File: src/rtl/mem_writeback_ctrl_if.sv
// Pipeline-input and data-memory handshake bundle for mem_writeback_ctrl.
// slave = the controller's view, master = the surrounding pipeline/memory view.
interface mem_writeback_ctrl_if;
    logic        IN_VALID;
    logic        IN_READY;
    logic [6:0]  OPCODE;
    logic [2:0]  FUNCT3;
    logic [4:0]  RD;
    logic [31:0] ALU_RESULT;
    logic [31:0] RS2_DATA;
    logic        MEM_REQ;
    logic        MEM_WE;
    logic [31:0] MEM_ADDR;
    logic [31:0] MEM_WDATA;
    logic [3:0]  MEM_BE;
    logic        MEM_ACK;
    logic [31:0] MEM_RDATA;
    logic        RD_WE;
    logic [4:0]  RD_ADDR;
    logic [31:0] RD_DATA;
    logic        ERR_ACCESS;
    logic        ERR_TIMEOUT;

    modport slave (
        input  IN_VALID, OPCODE, FUNCT3, RD, ALU_RESULT, RS2_DATA, MEM_ACK, MEM_RDATA,
        output IN_READY, MEM_REQ, MEM_WE, MEM_ADDR, MEM_WDATA, MEM_BE,
               RD_WE, RD_ADDR, RD_DATA, ERR_ACCESS, ERR_TIMEOUT
    );

    modport master (
        output IN_VALID, OPCODE, FUNCT3, RD, ALU_RESULT, RS2_DATA, MEM_ACK, MEM_RDATA,
        input  IN_READY, MEM_REQ, MEM_WE, MEM_ADDR, MEM_WDATA, MEM_BE,
               RD_WE, RD_ADDR, RD_DATA, ERR_ACCESS, ERR_TIMEOUT
    );
endinterface

File: src/rtl/mem_writeback_ctrl.sv
// Writeback / load-store back end: register writeback, req/ack data memory, load extract, store BE.
// Optional MEMWB_TIMEOUT_EN aborts a memory request after TIMEOUT_CYCLES cycles without ack.
module mem_writeback_ctrl #(
    parameter int TIMEOUT_CYCLES = 255
) (
    input  logic                 CLK,
    input  logic                 RST_N,
    mem_writeback_ctrl_if.slave  bus
);
    typedef enum logic [1:0] {IDLE, MEM, WB, ERR} state_e;

    localparam logic [6:0] OP_IMM   = 7'b0010011;
    localparam logic [6:0] OP_REG   = 7'b0110011;
    localparam logic [6:0] OP_LUI   = 7'b0110111;
    localparam logic [6:0] OP_AUIPC = 7'b0010111;
    localparam logic [6:0] OP_LOAD  = 7'b0000011;
    localparam logic [6:0] OP_STORE = 7'b0100011;

    state_e      state_q, state_d;
    logic        mem_req_q, mem_req_d;
    logic        mem_we_q, mem_we_d;
    logic [31:0] mem_addr_q, mem_addr_d;
    logic [31:0] mem_wdata_q, mem_wdata_d;
    logic [3:0]  mem_be_q, mem_be_d;
    logic        rd_we_q, rd_we_d;
    logic [4:0]  rd_addr_q, rd_addr_d;
    logic [31:0] rd_data_q, rd_data_d;
    logic        err_access_q, err_access_d;
    logic        err_timeout_q, err_timeout_d;
    logic [2:0]  funct3_q, funct3_d;
    logic [1:0]  off_q, off_d;

`ifdef MEMWB_TIMEOUT_EN
    localparam int CW = ($clog2(TIMEOUT_CYCLES + 1) > 8) ? $clog2(TIMEOUT_CYCLES + 1) : 8;
    localparam logic [CW-1:0] TO_LAST = CW'(TIMEOUT_CYCLES - 1);
    logic [CW-1:0] cnt_q, cnt_d;
`else
    logic unused_timeout;
    assign unused_timeout = (TIMEOUT_CYCLES != 0);
`endif

    logic        is_alu, is_load, is_store, legal, aligned;
    logic [1:0]  in_off;
    logic [3:0]  st_be;
    logic [31:0] st_wdata;

    function automatic logic [31:0] load_extract(input logic [2:0] f3, input logic [1:0] off,
                                                 input logic [31:0] d);
        logic [7:0]  b;
        logic [15:0] h;
        b = d[{off, 3'b000} +: 8];
        h = d[{off[1], 4'b0000} +: 16];
        case (f3)
            3'b000:  return {{24{b[7]}}, b};
            3'b001:  return {{16{h[15]}}, h};
            3'b100:  return {24'd0, b};
            3'b101:  return {16'd0, h};
            default: return d;
        endcase
    endfunction

    always_comb begin
        in_off   = bus.ALU_RESULT[1:0];
        is_alu   = bus.OPCODE inside {OP_IMM, OP_REG, OP_LUI, OP_AUIPC};
        is_load  = (bus.OPCODE == OP_LOAD);
        is_store = (bus.OPCODE == OP_STORE);
        legal    = is_load ? (bus.FUNCT3 inside {3'b000, 3'b001, 3'b010, 3'b100, 3'b101})
                           : (bus.FUNCT3 inside {3'b000, 3'b001, 3'b010});
        case (bus.FUNCT3[1:0])
            2'b01:   aligned = ~in_off[0];
            2'b10:   aligned = (in_off == 2'b00);
            default: aligned = 1'b1;
        endcase
        case (bus.FUNCT3[1:0])
            2'b00: begin
                st_be    = 4'b0001 << in_off;
                st_wdata = {4{bus.RS2_DATA[7:0]}};
            end
            2'b01: begin
                st_be    = 4'b0011 << in_off;
                st_wdata = {2{bus.RS2_DATA[15:0]}};
            end
            default: begin
                st_be    = 4'b1111;
                st_wdata = bus.RS2_DATA;
            end
        endcase
    end

    always_comb begin
        state_d       = state_q;
        mem_req_d     = mem_req_q;
        mem_we_d      = mem_we_q;
        mem_addr_d    = mem_addr_q;
        mem_wdata_d   = mem_wdata_q;
        mem_be_d      = mem_be_q;
        rd_addr_d     = rd_addr_q;
        rd_data_d     = rd_data_q;
        funct3_d      = funct3_q;
        off_d         = off_q;
        rd_we_d       = 1'b0;
        err_access_d  = 1'b0;
        err_timeout_d = 1'b0;
`ifdef MEMWB_TIMEOUT_EN
        cnt_d         = cnt_q;
`endif
        case (state_q)
            IDLE: if (bus.IN_VALID) begin
                if (is_alu) begin
                    state_d   = WB;
                    rd_we_d   = |bus.RD;
                    rd_addr_d = bus.RD;
                    rd_data_d = bus.ALU_RESULT;
                end else if (is_load || is_store) begin
                    if (legal && aligned) begin
                        state_d     = MEM;
                        mem_req_d   = 1'b1;
                        mem_we_d    = is_store;
                        mem_addr_d  = {bus.ALU_RESULT[31:2], 2'b00};
                        mem_be_d    = is_store ? st_be : 4'b0000;
                        mem_wdata_d = is_store ? st_wdata : 32'd0;
                        rd_addr_d   = bus.RD;
                        funct3_d    = bus.FUNCT3;
                        off_d       = in_off;
`ifdef MEMWB_TIMEOUT_EN
                        cnt_d       = '0;
`endif
                    end else begin
                        state_d      = ERR;
                        err_access_d = 1'b1;
                    end
                end
            end
            MEM: begin
`ifdef MEMWB_TIMEOUT_EN
                cnt_d = cnt_q + 1'b1;
`endif
                // ack is checked first so an ack on the limit cycle still completes normally
                if (bus.MEM_ACK) begin
                    mem_req_d = 1'b0;
                    mem_we_d  = 1'b0;
                    mem_be_d  = 4'b0000;
                    if (mem_we_q) begin
                        state_d = IDLE;
                    end else begin
                        state_d   = WB;
                        rd_we_d   = |rd_addr_q;
                        rd_data_d = load_extract(funct3_q, off_q, bus.MEM_RDATA);
                    end
                end
`ifdef MEMWB_TIMEOUT_EN
                else if (cnt_q == TO_LAST) begin
                    state_d       = IDLE;
                    mem_req_d     = 1'b0;
                    mem_we_d      = 1'b0;
                    mem_be_d      = 4'b0000;
                    err_timeout_d = 1'b1;
                end
`endif
            end
            default: state_d = IDLE;
        endcase
    end

    always_ff @(posedge CLK) begin
        if (!RST_N) begin
            state_q       <= IDLE;
            mem_req_q     <= 1'b0;
            mem_we_q      <= 1'b0;
            mem_addr_q    <= '0;
            mem_wdata_q   <= '0;
            mem_be_q      <= '0;
            rd_we_q       <= 1'b0;
            rd_addr_q     <= '0;
            rd_data_q     <= '0;
            err_access_q  <= 1'b0;
            err_timeout_q <= 1'b0;
            funct3_q      <= '0;
            off_q         <= '0;
`ifdef MEMWB_TIMEOUT_EN
            cnt_q         <= '0;
`endif
        end else begin
            state_q       <= state_d;
            mem_req_q     <= mem_req_d;
            mem_we_q      <= mem_we_d;
            mem_addr_q    <= mem_addr_d;
            mem_wdata_q   <= mem_wdata_d;
            mem_be_q      <= mem_be_d;
            rd_we_q       <= rd_we_d;
            rd_addr_q     <= rd_addr_d;
            rd_data_q     <= rd_data_d;
            err_access_q  <= err_access_d;
            err_timeout_q <= err_timeout_d;
            funct3_q      <= funct3_d;
            off_q         <= off_d;
`ifdef MEMWB_TIMEOUT_EN
            cnt_q         <= cnt_d;
`endif
        end
    end

    assign bus.IN_READY    = (state_q == IDLE);
    assign bus.MEM_REQ     = mem_req_q;
    assign bus.MEM_WE      = mem_we_q;
    assign bus.MEM_ADDR    = mem_addr_q;
    assign bus.MEM_WDATA   = mem_wdata_q;
    assign bus.MEM_BE      = mem_be_q;
    assign bus.RD_WE       = rd_we_q;
    assign bus.RD_ADDR     = rd_addr_q;
    assign bus.RD_DATA     = rd_data_q;
    assign bus.ERR_ACCESS  = err_access_q;
`ifdef MEMWB_TIMEOUT_EN
    assign bus.ERR_TIMEOUT = err_timeout_q;
`else
    assign bus.ERR_TIMEOUT = 1'b0;
`endif
endmodule

File: src/flat_wrapper.sv
// flat-port wrapper written by rule: the top's interface ports become plain ports
module mem_writeback_ctrl_flat 
#(
    parameter int TIMEOUT_CYCLES = 255
)
  (CLK, RST_N, bus_IN_VALID, bus_OPCODE, bus_FUNCT3, bus_RD, bus_ALU_RESULT, bus_RS2_DATA, bus_MEM_ACK, bus_MEM_RDATA, bus_IN_READY, bus_MEM_REQ, bus_MEM_WE, bus_MEM_ADDR, bus_MEM_WDATA, bus_MEM_BE, bus_RD_WE, bus_RD_ADDR, bus_RD_DATA, bus_ERR_ACCESS, bus_ERR_TIMEOUT);
  mem_writeback_ctrl_if bus_i ();
  input  logic CLK;
  input  logic RST_N;
  input wire logic [$bits(bus_i.IN_VALID)-1:0] bus_IN_VALID;
  input wire logic [$bits(bus_i.OPCODE)-1:0] bus_OPCODE;
  input wire logic [$bits(bus_i.FUNCT3)-1:0] bus_FUNCT3;
  input wire logic [$bits(bus_i.RD)-1:0] bus_RD;
  input wire logic [$bits(bus_i.ALU_RESULT)-1:0] bus_ALU_RESULT;
  input wire logic [$bits(bus_i.RS2_DATA)-1:0] bus_RS2_DATA;
  input wire logic [$bits(bus_i.MEM_ACK)-1:0] bus_MEM_ACK;
  input wire logic [$bits(bus_i.MEM_RDATA)-1:0] bus_MEM_RDATA;
  output wire logic [$bits(bus_i.IN_READY)-1:0] bus_IN_READY;
  output wire logic [$bits(bus_i.MEM_REQ)-1:0] bus_MEM_REQ;
  output wire logic [$bits(bus_i.MEM_WE)-1:0] bus_MEM_WE;
  output wire logic [$bits(bus_i.MEM_ADDR)-1:0] bus_MEM_ADDR;
  output wire logic [$bits(bus_i.MEM_WDATA)-1:0] bus_MEM_WDATA;
  output wire logic [$bits(bus_i.MEM_BE)-1:0] bus_MEM_BE;
  output wire logic [$bits(bus_i.RD_WE)-1:0] bus_RD_WE;
  output wire logic [$bits(bus_i.RD_ADDR)-1:0] bus_RD_ADDR;
  output wire logic [$bits(bus_i.RD_DATA)-1:0] bus_RD_DATA;
  output wire logic [$bits(bus_i.ERR_ACCESS)-1:0] bus_ERR_ACCESS;
  output wire logic [$bits(bus_i.ERR_TIMEOUT)-1:0] bus_ERR_TIMEOUT;
  assign bus_i.IN_VALID = bus_IN_VALID;
  assign bus_i.OPCODE = bus_OPCODE;
  assign bus_i.FUNCT3 = bus_FUNCT3;
  assign bus_i.RD = bus_RD;
  assign bus_i.ALU_RESULT = bus_ALU_RESULT;
  assign bus_i.RS2_DATA = bus_RS2_DATA;
  assign bus_i.MEM_ACK = bus_MEM_ACK;
  assign bus_i.MEM_RDATA = bus_MEM_RDATA;
  assign bus_IN_READY = bus_i.IN_READY;
  assign bus_MEM_REQ = bus_i.MEM_REQ;
  assign bus_MEM_WE = bus_i.MEM_WE;
  assign bus_MEM_ADDR = bus_i.MEM_ADDR;
  assign bus_MEM_WDATA = bus_i.MEM_WDATA;
  assign bus_MEM_BE = bus_i.MEM_BE;
  assign bus_RD_WE = bus_i.RD_WE;
  assign bus_RD_ADDR = bus_i.RD_ADDR;
  assign bus_RD_DATA = bus_i.RD_DATA;
  assign bus_ERR_ACCESS = bus_i.ERR_ACCESS;
  assign bus_ERR_TIMEOUT = bus_i.ERR_TIMEOUT;
  mem_writeback_ctrl #(.TIMEOUT_CYCLES(TIMEOUT_CYCLES)) u_core (.CLK(CLK), .RST_N(RST_N), .bus(bus_i));
endmodule
File: config.mk
export PLATFORM = sky130hd
export DESIGN_NAME = mem_writeback_ctrl_flat
export DESIGN_NICKNAME = d
export VERILOG_FILES = /design/src/rtl/mem_writeback_ctrl_if.sv /design/src/rtl/mem_writeback_ctrl.sv /design/src/flat_wrapper.sv
export SDC_FILE = /design/constraint.sdc
export NUM_CORES = 1
export LEC_CHECK = 0
export BUFFER_PORTS_ARGS = -buffer_cell sky130_fd_sc_hd__buf_2
export CAP_MARGIN = 20
export CORE_MARGIN = 1.5
export CORE_UTILIZATION = 42
export CTS_CLUSTER_DIAMETER = 50
export DETAILED_ROUTE_END_ITERATION = 8
export PLACE_DENSITY = 0.8
export SYNTH_ARGS = -nofsm -noshare
export SYNTH_HDL_FRONTEND = slang
export SYNTH_SLANG_ARGS = --single-unit
File: constraint.sdc
create_clock -name CLK -period 2.1 [get_ports CLK]
set_input_delay 0.42 -clock CLK [delete_from_list [all_inputs] [get_ports CLK]]
set_output_delay 0.42 -clock CLK [all_outputs]
set_load 0.02 [all_outputs]
==> results of run 1 <==
==> kinds of logic (layout without fill, tap and decap cells) <==
family,Yosys count,after routing
AO/OA/AOI/OAI,235,235
adder cells (fa/ha/maj),4,4
buffers and inverters,84,299
flip-flops,114,114
multiplexers,27,27
other,1,4
AND/OR/NAND/NOR,268,268
==> synthesized netlist by cell type (2+ instances only) <==
| master | number | area (µm²) |
|---|---|---|
| sky130_fd_sc_hd__dfxtp_1 | 114 | 2280 |
| sky130_fd_sc_hd__nand2_1 | 113 | 424 |
| sky130_fd_sc_hd__nand3_1 | 82 | 410 |
| sky130_fd_sc_hd__o21ai_0 | 79 | 395 |
| sky130_fd_sc_hd__a21oi_1 | 36 | 180 |
| sky130_fd_sc_hd__clkbuf_1 | 36 | 135 |
| sky130_fd_sc_hd__nor2_1 | 27 | 101 |
| sky130_fd_sc_hd__o31ai_1 | 25 | 188 |
| sky130_fd_sc_hd__buf_2 | 21 | 105 |
| sky130_fd_sc_hd__mux2i_1 | 21 | 210 |
| sky130_fd_sc_hd__a211oi_1 | 18 | 135 |
| sky130_fd_sc_hd__a2111oi_0 | 15 | 131 |
| sky130_fd_sc_hd__a31o_2 | 15 | 131 |
| sky130_fd_sc_hd__o21ai_1 | 14 | 70.1 |
| sky130_fd_sc_hd__o211ai_1 | 13 | 97.6 |
| sky130_fd_sc_hd__inv_1 | 11 | 41.3 |
| sky130_fd_sc_hd__nor2b_1 | 10 | 62.6 |
| sky130_fd_sc_hd__a22o_1 | 8 | 70.1 |
| sky130_fd_sc_hd__buf_6 | 8 | 90.1 |
| sky130_fd_sc_hd__nand2b_1 | 6 | 37.5 |
| sky130_fd_sc_hd__buf_4 | 5 | 37.5 |
| sky130_fd_sc_hd__mux2_2 | 5 | 56.3 |
| sky130_fd_sc_hd__or3_1 | 5 | 31.3 |
| sky130_fd_sc_hd__ha_1 | 4 | 50.1 |
| sky130_fd_sc_hd__nand3b_1 | 3 | 22.5 |
| sky130_fd_sc_hd__or4_1 | 3 | 22.5 |
| sky130_fd_sc_hd__a21boi_0 | 2 | 15.0 |
| sky130_fd_sc_hd__clkbuf_2 | 2 | 10.0 |
| sky130_fd_sc_hd__nor2_2 | 2 | 12.5 |
| sky130_fd_sc_hd__nor3_1 | 2 | 10.0 |
| sky130_fd_sc_hd__nor4_1 | 2 | 12.5 |
| sky130_fd_sc_hd__or2_2 | 2 | 12.5 |
==> area by class of cell <==
cell class,count,area (µm²),share of cell area
Antenna cell,1,2.50,0.000323
Clock buffer,26,469,0.0607
Clock inverter,6,80.1,0.0104
Inverter,11,41.3,0.00534
Multi-Input combinational cell,537,3180,0.411
Sequential cell,114,2280,0.295
Tap cell,176,220,0.0285
Timing Repair Buffer,256,1460,0.188
==> worst max path at each step <==
stage                          endpoint  slack, ns  cells past startpoint
3_3_place_gp     u_core.bus.RD_DATA[13]      -0.02                      7
6_report         u_core.bus.RD_DATA[30]       0.07                      5
4_1_cts          u_core.bus.RD_DATA[15]       0.01                      5
2_1_floorplan     u_core.bus.ERR_ACCESS       0.22                      7
3_5_place_dp   u_core.bus.MEM_WDATA[12]      -0.04                      8
5_1_grt          u_core.bus.RD_DATA[30]       0.01                      5
==> flip-flops by register name, indices dropped and copies added (netlist names), 2 cells and up <==
signal and count:
u_core.state_q 2, u_core.bus.MEM_WDATA 32, u_core.bus.RD_DATA 32, u_core.funct3_q 3, u_core.bus.RD_ADDR 5, u_core.off_q 2
u_core.bus.MEM_BE 4, u_core.bus.MEM_ADDR 30
==> per-stage QoR <==
step / util / TNS [ns]
floorplan: - / 0
finish: 0.577 / 0
global placement: 0.535 / -0.0192
global route: 0.577 / 0
CTS: 0.577 / 0
detailed placement: 0.535 / -0.242
==> critical path: stages (launching register included) <==
cell and delay [ns]:
sky130_fd_sc_hd__dfxtp_1 0.57, sky130_fd_sc_hd__nor4_1 0.13, sky130_fd_sc_hd__nor4_1 0.38, sky130_fd_sc_hd__a31oi_4 0.34, sky130_fd_sc_hd__a211oi_1 0.40, sky130_fd_sc_hd__a31o_2 0.15
==> where the power goes <==
group	switching [µW]	internal (µW)
combinational	274	183
clock	944	1770
sequential	4.77	2170
total	1220	4130
==> routing by layer <==
metal | up-vias | track usage | routed length [µm] | share of wire
li1 | 3058 | - | - | -
met1 | 2912 | 0.340 | 8090 | 0.43
met2 | 318 | 0.394 | 8620 | 0.46
met3 | 61 | 0.0658 | 1560 | 0.082
met4 | 0 | 0.114 | 656 | 0.035
met5 | - | 0 | 0 | 0
==> repair_timing <==
item,in CTS,in global routing
buffers inserted,0,0
pin swaps,0,0
endpoints found under the setup margin,2,3
gates resized for setup,1,4
==> impl_metrics.env, run 1 <==
export IMPL_crit_path_end_kind="register"
export IMPL_antenna_violations_before_repair=0
export IMPL_setup_viol_count_final=0
export IMPL_dr_first_iter_drc_count=637
export IMPL_detailed_place_area_um2=7170
export IMPL_htreeDepth=4
export IMPL_globalRouteTotalUtil=0.257
export IMPL_mux_cell_area_share_after_synthesis=0.0495
export IMPL_drc_errors=0
export IMPL_finalNonFillerCells=1127
export IMPL_worst_hold_slack_ns=0.264
export IMPL_hold_viol_final=0
export IMPL_avg_vias_per_cell=5.63
export IMPL_finalPower_uw=5350
export IMPL_final_critical_path_setup_slack_ns=0.0715
export IMPL_first_global_vias=5662
export IMPL_numClockSinks=114
export IMPL_worst_setup_path_type="register to register"
export IMPL_power_leakage_uw=0.00345
export IMPL_power_density_cell_area_nw_per_um2=691
export IMPL_flip_flop_and_latch_count_after_synthesis=114
export IMPL_routabilityCongestion=0.896
export IMPL_whs_endpoint="u_core.bus.MEM_ADDR[25]"
export IMPL_fmax_mhz=493
export IMPL_max_vdd_ir_drop_mv=0.457
export IMPL_hold_path_stages=3
export IMPL_dpl_hpwl_um=13700
export IMPL_ys_async_sr_fraction=0
export IMPL_cp_data_required_time_ns=2.45
export IMPL_slew_limit_headroom=0.616
export IMPL_grt_start_max_net_pins=101
export IMPL_cap_viol_max_count=0
export IMPL_average_cell_area_after_synthesis_um2=7.96
export IMPL_top_library_cells_by_usage_in_the_layout_fill_and_taps_aside="sky130_fd_sc_hd__buf_2, sky130_fd_sc_hd__nand2_1, sky130_fd_sc_hd__dfxtp_1"
export IMPL_overflow=0
export IMPL_leading_cell_type_in_the_layout_fill_and_taps_excluded="sky130_fd_sc_hd__buf_2"
export IMPL_chipWidth_um=121
export IMPL_placement_setup_worst_slack_ns=-0.0442
export IMPL_worst_clock_skew_ns=0.00796
export IMPL_vias=6349
export IMPL_root_buffer="sky130_fd_sc_hd__clkbuf_16"
export IMPL_hold_path_startpoint="bus_ALU_RESULT[25]"
export IMPL_firstDrtPassIters=7
export IMPL_post_synthesis_share_of_cell_area_spent_on_xor_and_xnor_gates=0
export IMPL_synthesis_area_um2=5840
export IMPL_worst_skew_pair_late_latency_ns=0.41
export IMPL_reg2reg_setup_slack_ns=0.07
export IMPL_ant_nets=0
export IMPL_port_buffer_count=222
export IMPL_synth_compound_gate_area_share=0.258
export IMPL_yosysWarningCount=0
export IMPL_tritoncts_clock_tree="done"
export IMPL_grt_pass1_wl_um=29300
export IMPL_edff_count_synth=0
export IMPL_nets=1056
export IMPL_hp_class="primary input to register"
export IMPL_worst_r2r_startpoint="u_core.funct3_q[0]"
export IMPL_crit_arrival_ns=2.38
export IMPL_top_level_ports=226
export IMPL_fp_dieH_um=121
export IMPL_period_needed_ns=2.03
export IMPL_slew_at_the_pin_closest_to_its_max_slew_limit_ns=0.561
export IMPL_nFillCells=1259
export IMPL_clkTransAtPathRegs_ns=0.05
export IMPL_core_area_um2=13400
export IMPL_wirelength_um=18900
export IMPL_maxSlewViolCount=0
export IMPL_final_min_period_over_clock_period=0.966
export IMPL_largest_family_of_logic_cells_by_synthesized_area="compound AO/OA/AOI/OAI gates"
export IMPL_r2r_depth=5
export IMPL_seq_area_frac_synth=0.391
export IMPL_placementRows=42
export IMPL_starting_density=0.436
export IMPL_cts_hold_repair_buffers=0
export IMPL_placedCellCount=1094
export IMPL_final_design_area_no_fill_um2=7740
export IMPL_critPathLaunch="u_core.funct3_q[0]"
export IMPL_rsz0062_at_grt="no"
export IMPL_synthDistinctLibCells=56
export IMPL_syn_to_final_growth_pct=32.5
export IMPL_worstReg2RegEnd="u_core.bus.RD_DATA[30]"
export IMPL_detail_route_wl_per_cell_um=16.8
export IMPL_ys_dominant_reg_cell="sky130_fd_sc_hd__dfxtp_1"
export IMPL_synth_cells=733
export IMPL_max_clock_path_buffers=2
export IMPL_cts_inserted_buffers=17
export IMPL_crit_fanout=16
export IMPL_cp_start_kind="register"
export IMPL_synthSimpleGateAreaFrac=0.219
export IMPL_post_synth_fa_ha_maj_area_fraction=0.00857
export IMPL_dieArea_um2=14600
export IMPL_drive_gt1_frac=0.334
export IMPL_status="finished, final reports clean"
Power figures use the tool's default switching activity.
==> run 2: changes to the inputs <==
==> constraint.sdc (replaced) <==
create_clock -name CLK -period 2.1 [get_ports CLK]
set_input_delay 0.105 -clock CLK [delete_from_list [all_inputs] [get_ports CLK]]
set_output_delay 0.105 -clock CLK [all_outputs]
set_load 0.02 [all_outputs]
==> run 2 against run 1 <==
  * Register-to-register slack improved by 0.19 ns
  * Power rose by 2.4%
  * Combinational power rose by 18%
==> impl_metrics.env, run 2 (synthesis results as in run 1) <==
export IMPL_cp_data_required_time_ns=2.44
export IMPL_cap_viol_max_count=0
export IMPL_syn_to_final_growth_pct=40.2
export IMPL_core_area_um2=13400
export IMPL_worst_clock_skew_ns=0.00723
export IMPL_status="finished, final reports clean"
export IMPL_top_level_ports=226
export IMPL_clkTransAtPathRegs_ns=0.05
export IMPL_globalRouteTotalUtil=0.272
export IMPL_grt_pass1_wl_um=30900
export IMPL_dr_first_iter_drc_count=616
export IMPL_met1_length_um=8460
export IMPL_critical_path_slowest_cell="sky130_fd_sc_hd__dlygate4sd3_1"
export IMPL_reg2reg_setup_slack_ns=0.26
export IMPL_drc_errors=0
export IMPL_nFillCells=1165
export IMPL_dpl_hpwl_um=13800
export IMPL_max_clock_path_buffers=2
export IMPL_crit_fanout=28
export IMPL_route_met3_wl_um=1640
export IMPL_clock_power_share=0.503
export IMPL_drive_gt1_frac=0.318
export IMPL_cts_inserted_buffers=17
export IMPL_firstDrtPassIters=6
export IMPL_htreeDepth=4
export IMPL_slew_limit_headroom=0.504
export IMPL_worst_skew_pair_late_latency_ns=0.41
export IMPL_wirelength_um=20100
export IMPL_switching_power_summed_over_all_nets_uw=1270
export IMPL_critPathLaunch="bus_FUNCT3[0]"
export IMPL_hold_viol_final=0
export IMPL_switching_fraction=0.232
export IMPL_top_library_cells_by_usage_in_the_layout_fill_and_taps_aside="sky130_fd_sc_hd__buf_2, sky130_fd_sc_hd__dfxtp_1, sky130_fd_sc_hd__nand2_1"
export IMPL_port_buffer_count=222
export IMPL_worstReg2RegEnd="u_core.bus.RD_DATA[1]"
export IMPL_chipWidth_um=121
export IMPL_overflow=0
export IMPL_hp_class="primary input to register"
export IMPL_footprint_of_the_multi_input_gates_um2=3180
export IMPL_detail_route_wl_per_cell_um=17.1
export IMPL_ant_nets=0
export IMPL_max_vdd_ir_drop_mv=0.448
export IMPL_timing_critical_path_cells="dlygate4sd3_1 > buf_2 > inv_1 > ha_1 > nor4_2 > a21oi_2 > nand4bb_4 > buf_4 > nand3_1 > o21ai_1"
export IMPL_leading_cell_type_in_the_layout_fill_and_taps_excluded="sky130_fd_sc_hd__buf_2"
export IMPL_setup_viol_count_final=0
export IMPL_worst_hold_slack_ns=0.00596
export IMPL_r2r_depth=6
export IMPL_slew_at_the_pin_closest_to_its_max_slew_limit_ns=0.742
export IMPL_root_buffer="sky130_fd_sc_hd__clkbuf_16"
export IMPL_rsz0062_at_grt="yes"
export IMPL_power_density_cell_area_nw_per_um2=669
export IMPL_whs_endpoint="u_core.bus.MEM_WDATA[27]"
export IMPL_power_leakage_uw=0.00364
export IMPL_maxUsedRoutingLayer="met4"
export IMPL_detailed_place_area_um2=7080
export IMPL_ff_latch_area_um2=2280
export IMPL_comb_power_share=0.099
export IMPL_avg_vias_per_cell=5.60
export IMPL_period_needed_ns=2.01
export IMPL_final_min_period_over_clock_period=0.956
export IMPL_crit_path_end_kind="register"
export IMPL_cp_start_kind="primary input"
export IMPL_nets=1104
export IMPL_vias=6565
export IMPL_power_frac_seq=0.398
export IMPL_tritoncts_clock_tree="done"
export IMPL_placementRows=42
export IMPL_maxSlewViolCount=0
export IMPL_first_global_vias=6084
export IMPL_antenna_violations_before_repair=1
export IMPL_crit_arrival_ns=2.35
export IMPL_final_core_util=0.611
export IMPL_grt_start_max_net_pins=88
export IMPL_wl_met2_um=9200
export IMPL_post_cts_repair_setup_buffers=0
export IMPL_fmax_mhz=498
export IMPL_fp_dieH_um=121
export IMPL_worst_setup_path_type="primary input to register"
export IMPL_hold_path_stages=3
export IMPL_starting_density=0.436
export IMPL_routabilityCongestion=0.921
export IMPL_dieArea_um2=14600
export IMPL_hold_path_startpoint="bus_RS2_DATA[27]"
export IMPL_worst_r2r_startpoint="u_core.off_q[0]"
export IMPL_worst_path_largest_cell_delay_ns=0.55
export IMPL_numClockSinks=114
export IMPL_final_design_area_no_fill_um2=8190
export IMPL_p_int_uw=4210
-- run 2: cell count changes in the layout (fill, tap and decap cells not counted), moves of 3 or more --
cell,change
sky130_fd_sc_hd__a2111oi_0,+3
sky130_fd_sc_hd__a2111oi_1,-3
sky130_fd_sc_hd__buf_12,-4
sky130_fd_sc_hd__clkbuf_1,-6
sky130_fd_sc_hd__clkbuf_8,+5
sky130_fd_sc_hd__dlygate4sd3_1,+53
-- run 2: layout make-up --
class | count | share of cell area
clock inverter | 5 | 0.00611
multi-input combinational | 537 | 0.388
tap | 176 | 0.0269
timing repair buffer | 304 | 0.232
inverter | 11 | 0.00504
antenna | 1 | 0.000306
clock buffer | 25 | 0.0630
sequential | 114 | 0.279
-- run 2: power groups by stage --
stage          combinational, µW  sequential (µW)  clock, µW
6_report                     541             2180       2760
5_1_grt                      580             2180       2900
4_1_cts                      525             2180       2790
3_5_place_dp                 446             2220          0
3_3_place_gp                 442             2220          0
2_1_floorplan                212             2230          0
-- run 2: worst max path at each step --
stage,endpoint,slack (ns),cells past startpoint
finish,u_core.bus.MEM_ADDR[22],0.09,10
global placement,u_core.bus.MEM_WDATA[18],0.33,9
detailed placement,u_core.bus.RD_DATA[8],0.23,5
floorplan,u_core.bus.MEM_ADDR[13],0.41,8
CTS,u_core.bus.MEM_WDATA[18],0.14,9
global route,u_core.funct3_q[2],-0.0004,9
-- run 2: timing repair --
| item | CTS | global route |
|---|---|---|
| gates resized for setup | 0 | 2 |
| hold buffers | 53 | 0 |
| setup endpoints to repair | 0 | 13 |
| hold endpoints to repair | 52 | 0 |
-- run 2: through the flow --
| step | total power (µW) | cells | setup TNS, ns | worst slack, ns |
|---|---|---|---|---|
| finish | 5480 | 1173 | 0 | 0.0922 |
| floorplan | 2450 | 735 | 0 | 0.414 |
| detailed placement | 2670 | 1089 | 0 | 0.229 |
| global route | 5660 | 1173 | -0.000400 | -0.000400 |
| global placement | 2670 | 1089 | 0 | 0.327 |
| CTS | 5500 | 1172 | 0 | 0.138 |
-- run 2: worst max-delay path, delay by kind of cell --
kind / cells / cell delay [ns]
buf+inv: 4 / 1.05
simple gates: 3 / 0.70
fa+ha+maj: 1 / 0.23
compound gates: 2 / 0.23
-- run 2: routing by layer --
metal | GRT usage | vias up
met2 | 0.431 | 353
met1 | 0.345 | 2999
li1 | - | 3151
met4 | 0.128 | 0
met3 | 0.0733 | 62
met5 | 0 | -
==> run 3: changes to the inputs <==
--- a/config.mk
+++ b/config.mk
@@ -5,6 +5,7 @@
 export SDC_FILE = /design/constraint.sdc
 export NUM_CORES = 1
 export LEC_CHECK = 0
+export ABC_AREA = 1
 export BUFFER_PORTS_ARGS = -buffer_cell sky130_fd_sc_hd__buf_2
 export CAP_MARGIN = 20
 export CORE_MARGIN = 1.5
==> run 3 against run 2 <==
  * Critical path depth rose by 2
  * Core utilization fell by 0.84 points
  * Design area rose by 2.9%
  * Sequential cell count did not move
  * Count of clock-buffer cells in the layout fell by 3
  * First-iteration DRC count fell by 20%
  * Highest routed layer unchanged
==> impl_metrics.env, run 3 <==
export IMPL_syn_to_final_growth_pct=39.3
export IMPL_power_density_cell_area_nw_per_um2=721
export IMPL_crit_fanout=6
export IMPL_status="finished, final reports clean"
export IMPL_placedCellCount=1313
export IMPL_wirelength_um=19800
export IMPL_finalPower_uw=6070
export IMPL_netlist_top_cells_area="sky130_fd_sc_hd__dfxtp_1, sky130_fd_sc_hd__nand2_1, sky130_fd_sc_hd__nor2_1"
export IMPL_fp_dieH_um=123
export IMPL_period_needed_ns=1.92
export IMPL_root_buffer="sky130_fd_sc_hd__clkbuf_16"
export IMPL_placementRows=43
export IMPL_met1_length_um=8390
export IMPL_drive_gt1_frac=0.244
export IMPL_numClockSinks=114
export IMPL_maxUsedRoutingLayer="met4"
export IMPL_average_cell_area_after_synthesis_um2=6.36
export IMPL_power_leakage_uw=0.00443
export IMPL_synth_cells=951
export IMPL_clkTransAtPathRegs_ns=0.06
export IMPL_globalRouteTotalUtil=0.258
export IMPL_synthDistinctLibCells=32
export IMPL_dieArea_um2=15100
export IMPL_antenna_violations_before_repair=2
export IMPL_slew_limit_headroom=0.549
export IMPL_dpl_hpwl_um=13500
export IMPL_final_critical_path_setup_slack_ns=0.176
export IMPL_yosys_cell_count_top_type="sky130_fd_sc_hd__nand2_1"
export IMPL_slew_at_the_pin_closest_to_its_max_slew_limit_ns=0.677
export IMPL_grt_start_max_net_pins=72
export IMPL_grt_pass1_wl_um=30500
export IMPL_tritoncts_clock_tree="done"
export IMPL_placement_setup_worst_slack_ns=0.210
export IMPL_max_vdd_ir_drop_mv=0.556
export IMPL_dr_first_iter_drc_count=495
export IMPL_final_design_area_no_fill_um2=8430
export IMPL_worst_skew_pair_late_latency_ns=0.41
export IMPL_crit_arrival_ns=2.25
export IMPL_worst_hold_slack_ns=0.0209
export IMPL_cp_data_required_time_ns=2.42
export IMPL_maxSlewViolCount=0
export IMPL_nets=1319
export IMPL_edff_count_synth=0
export IMPL_chipWidth_um=123
export IMPL_top_library_cells_by_usage_in_the_layout_fill_and_taps_aside="sky130_fd_sc_hd__buf_2, sky130_fd_sc_hd__nand2_1, sky130_fd_sc_hd__nor2_1"
export IMPL_nFillCells=1329
export IMPL_starting_density=0.432
export IMPL_cp_start_kind="primary input"
export IMPL_finalNonFillerCells=1395
export IMPL_port_buffer_count=222
export IMPL_fmax_mhz=520
export IMPL_wl_met2_um=9270
export IMPL_max_clock_path_buffers=2
export IMPL_hp_class="primary input to register"
export IMPL_ant_nets=0
export IMPL_seq_area_frac_synth=0.377
export IMPL_yosysWarningCount=0
export IMPL_routabilityCongestion=0.897
export IMPL_first_global_vias=6312
export IMPL_firstDrtPassIters=5
export IMPL_synthDominantCellAreaShare=0.377
export IMPL_overflow=0
export IMPL_setup_viol_count_final=0
export IMPL_ys_dominant_reg_cell="sky130_fd_sc_hd__dfxtp_1"
export IMPL_ys_async_sr_fraction=0
export IMPL_detail_route_wl_per_cell_um=14.2
export IMPL_synthesis_area_um2=6050
export IMPL_htreeDepth=4
export IMPL_cap_viol_max_count=0
export IMPL_synth_common_cells="sky130_fd_sc_hd__nand2_1, sky130_fd_sc_hd__nor2_1, sky130_fd_sc_hd__dfxtp_1, sky130_fd_sc_hd__a21oi_1, sky130_fd_sc_hd__inv_1"
export IMPL_leading_cell_type_in_the_layout_fill_and_taps_excluded="sky130_fd_sc_hd__buf_2"
export IMPL_cts_inserted_buffers=17
export IMPL_final_min_period_over_clock_period=0.916
export IMPL_flip_flop_and_latch_count_after_synthesis=114
export IMPL_avg_vias_per_cell=5.05
export IMPL_crit_path_end_kind="register"
export IMPL_worst_clock_skew_ns=0.00718
export IMPL_worst_setup_path_type="primary input to register"
export IMPL_hold_viol_final=0
export IMPL_core_area_um2=14000
export IMPL_detailed_place_area_um2=7270
export IMPL_route_met3_wl_um=1480
export IMPL_top_level_ports=226
export IMPL_vias=7047
export IMPL_yosysTopAreaCell="sky130_fd_sc_hd__dfxtp_1"
export IMPL_drc_errors=0
[run 3: kinds of logic (layout without fill, tap and decap cells)]
kind of cell / Yosys count / count (layout) / synth area share
compound gates: 233 / 233 / 0.203
flops: 114 / 114 / 0.377
other cells: 1 / 5 / 0.000620
buf+inv: 166 / 426 / 0.120
simple gates: 433 / 433 / 0.291
fa+ha+maj: 4 / 4 / 0.00827
[run 3: layout make-up]
class / instances / area [µm²] / share of cell area
multi-input cells: 673 / 3060 / 0.363
flip-flops and latches: 114 / 2280 / 0.271
repair buffers: 290 / 1790 / 0.212
clock buffers: 22 / 474 / 0.0563
inverters: 104 / 390 / 0.0463
well taps: 180 / 225 / 0.0267
clock inverters: 10 / 203 / 0.0240
diodes: 2 / 5.00 / 0.000594
[run 3: worst paths after layout]
kind,start,end,slack [ns],depth (start not counted)
setup / recovery,bus_FUNCT3[1],u_core.bus.MEM_BE[2],0.18,12
hold / removal,bus_MEM_RDATA[5],u_core.bus.RD_DATA[5],0.02,3
setup reg to reg,u_core.state_q[1],u_core.bus.RD_WE,0.23,7
hold reg to reg,u_core.bus.MEM_REQ,u_core.bus.MEM_REQ,0.45,2
[run 3: routing by layer]
| layer | track usage | vias up |
|---|---|---|
| met4 | 0.102 | 0 |
| met5 | 0 | - |
| li1 | - | 3537 |
| met3 | 0.0780 | 49 |
| met2 | 0.417 | 288 |
| met1 | 0.321 | 3173 |
[run 3: through the flow]
stage / util / setup TNS (ns)
CTS: 0.601 / 0
floorplan: - / 0
detailed placement: 0.519 / 0
finish: 0.603 / 0
global route: 0.602 / -0.0330
global placement: 0.519 / 0
[run 3: power breakdown]
group | switching, µW | total (µW) | internal (µW)
sequential | 11.0 | 2200 | 2180
combinational | 309 | 540 | 232
clock | 1020 | 3340 | 2310
[run 3: critical path, cell delays in order]
cell and delay [ns]:
sky130_fd_sc_hd__dlygate4sd3_1 0.55, sky130_fd_sc_hd__buf_2 0.15, sky130_fd_sc_hd__inv_1 0.10, sky130_fd_sc_hd__ha_2 0.27, sky130_fd_sc_hd__buf_4 0.17, sky130_fd_sc_hd__inv_1 0.04
sky130_fd_sc_hd__o21ai_0 0.13, sky130_fd_sc_hd__a21oi_1 0.07, sky130_fd_sc_hd__a21oi_2 0.25, sky130_fd_sc_hd__buf_4 0.17, sky130_fd_sc_hd__nand4_1 0.07, sky130_fd_sc_hd__a21oi_1 0.19
[run 3: repair_timing]
| item | 4_1_cts | 5_1_grt |
|---|---|---|
| hold buffers | 46 | 0 |
| resized for setup | 0 | 2 |
| hold endpoints to repair | 57 | 0 |
| endpoints found under the setup margin | 0 | 13 |
| setup buffers | 0 | 2 |
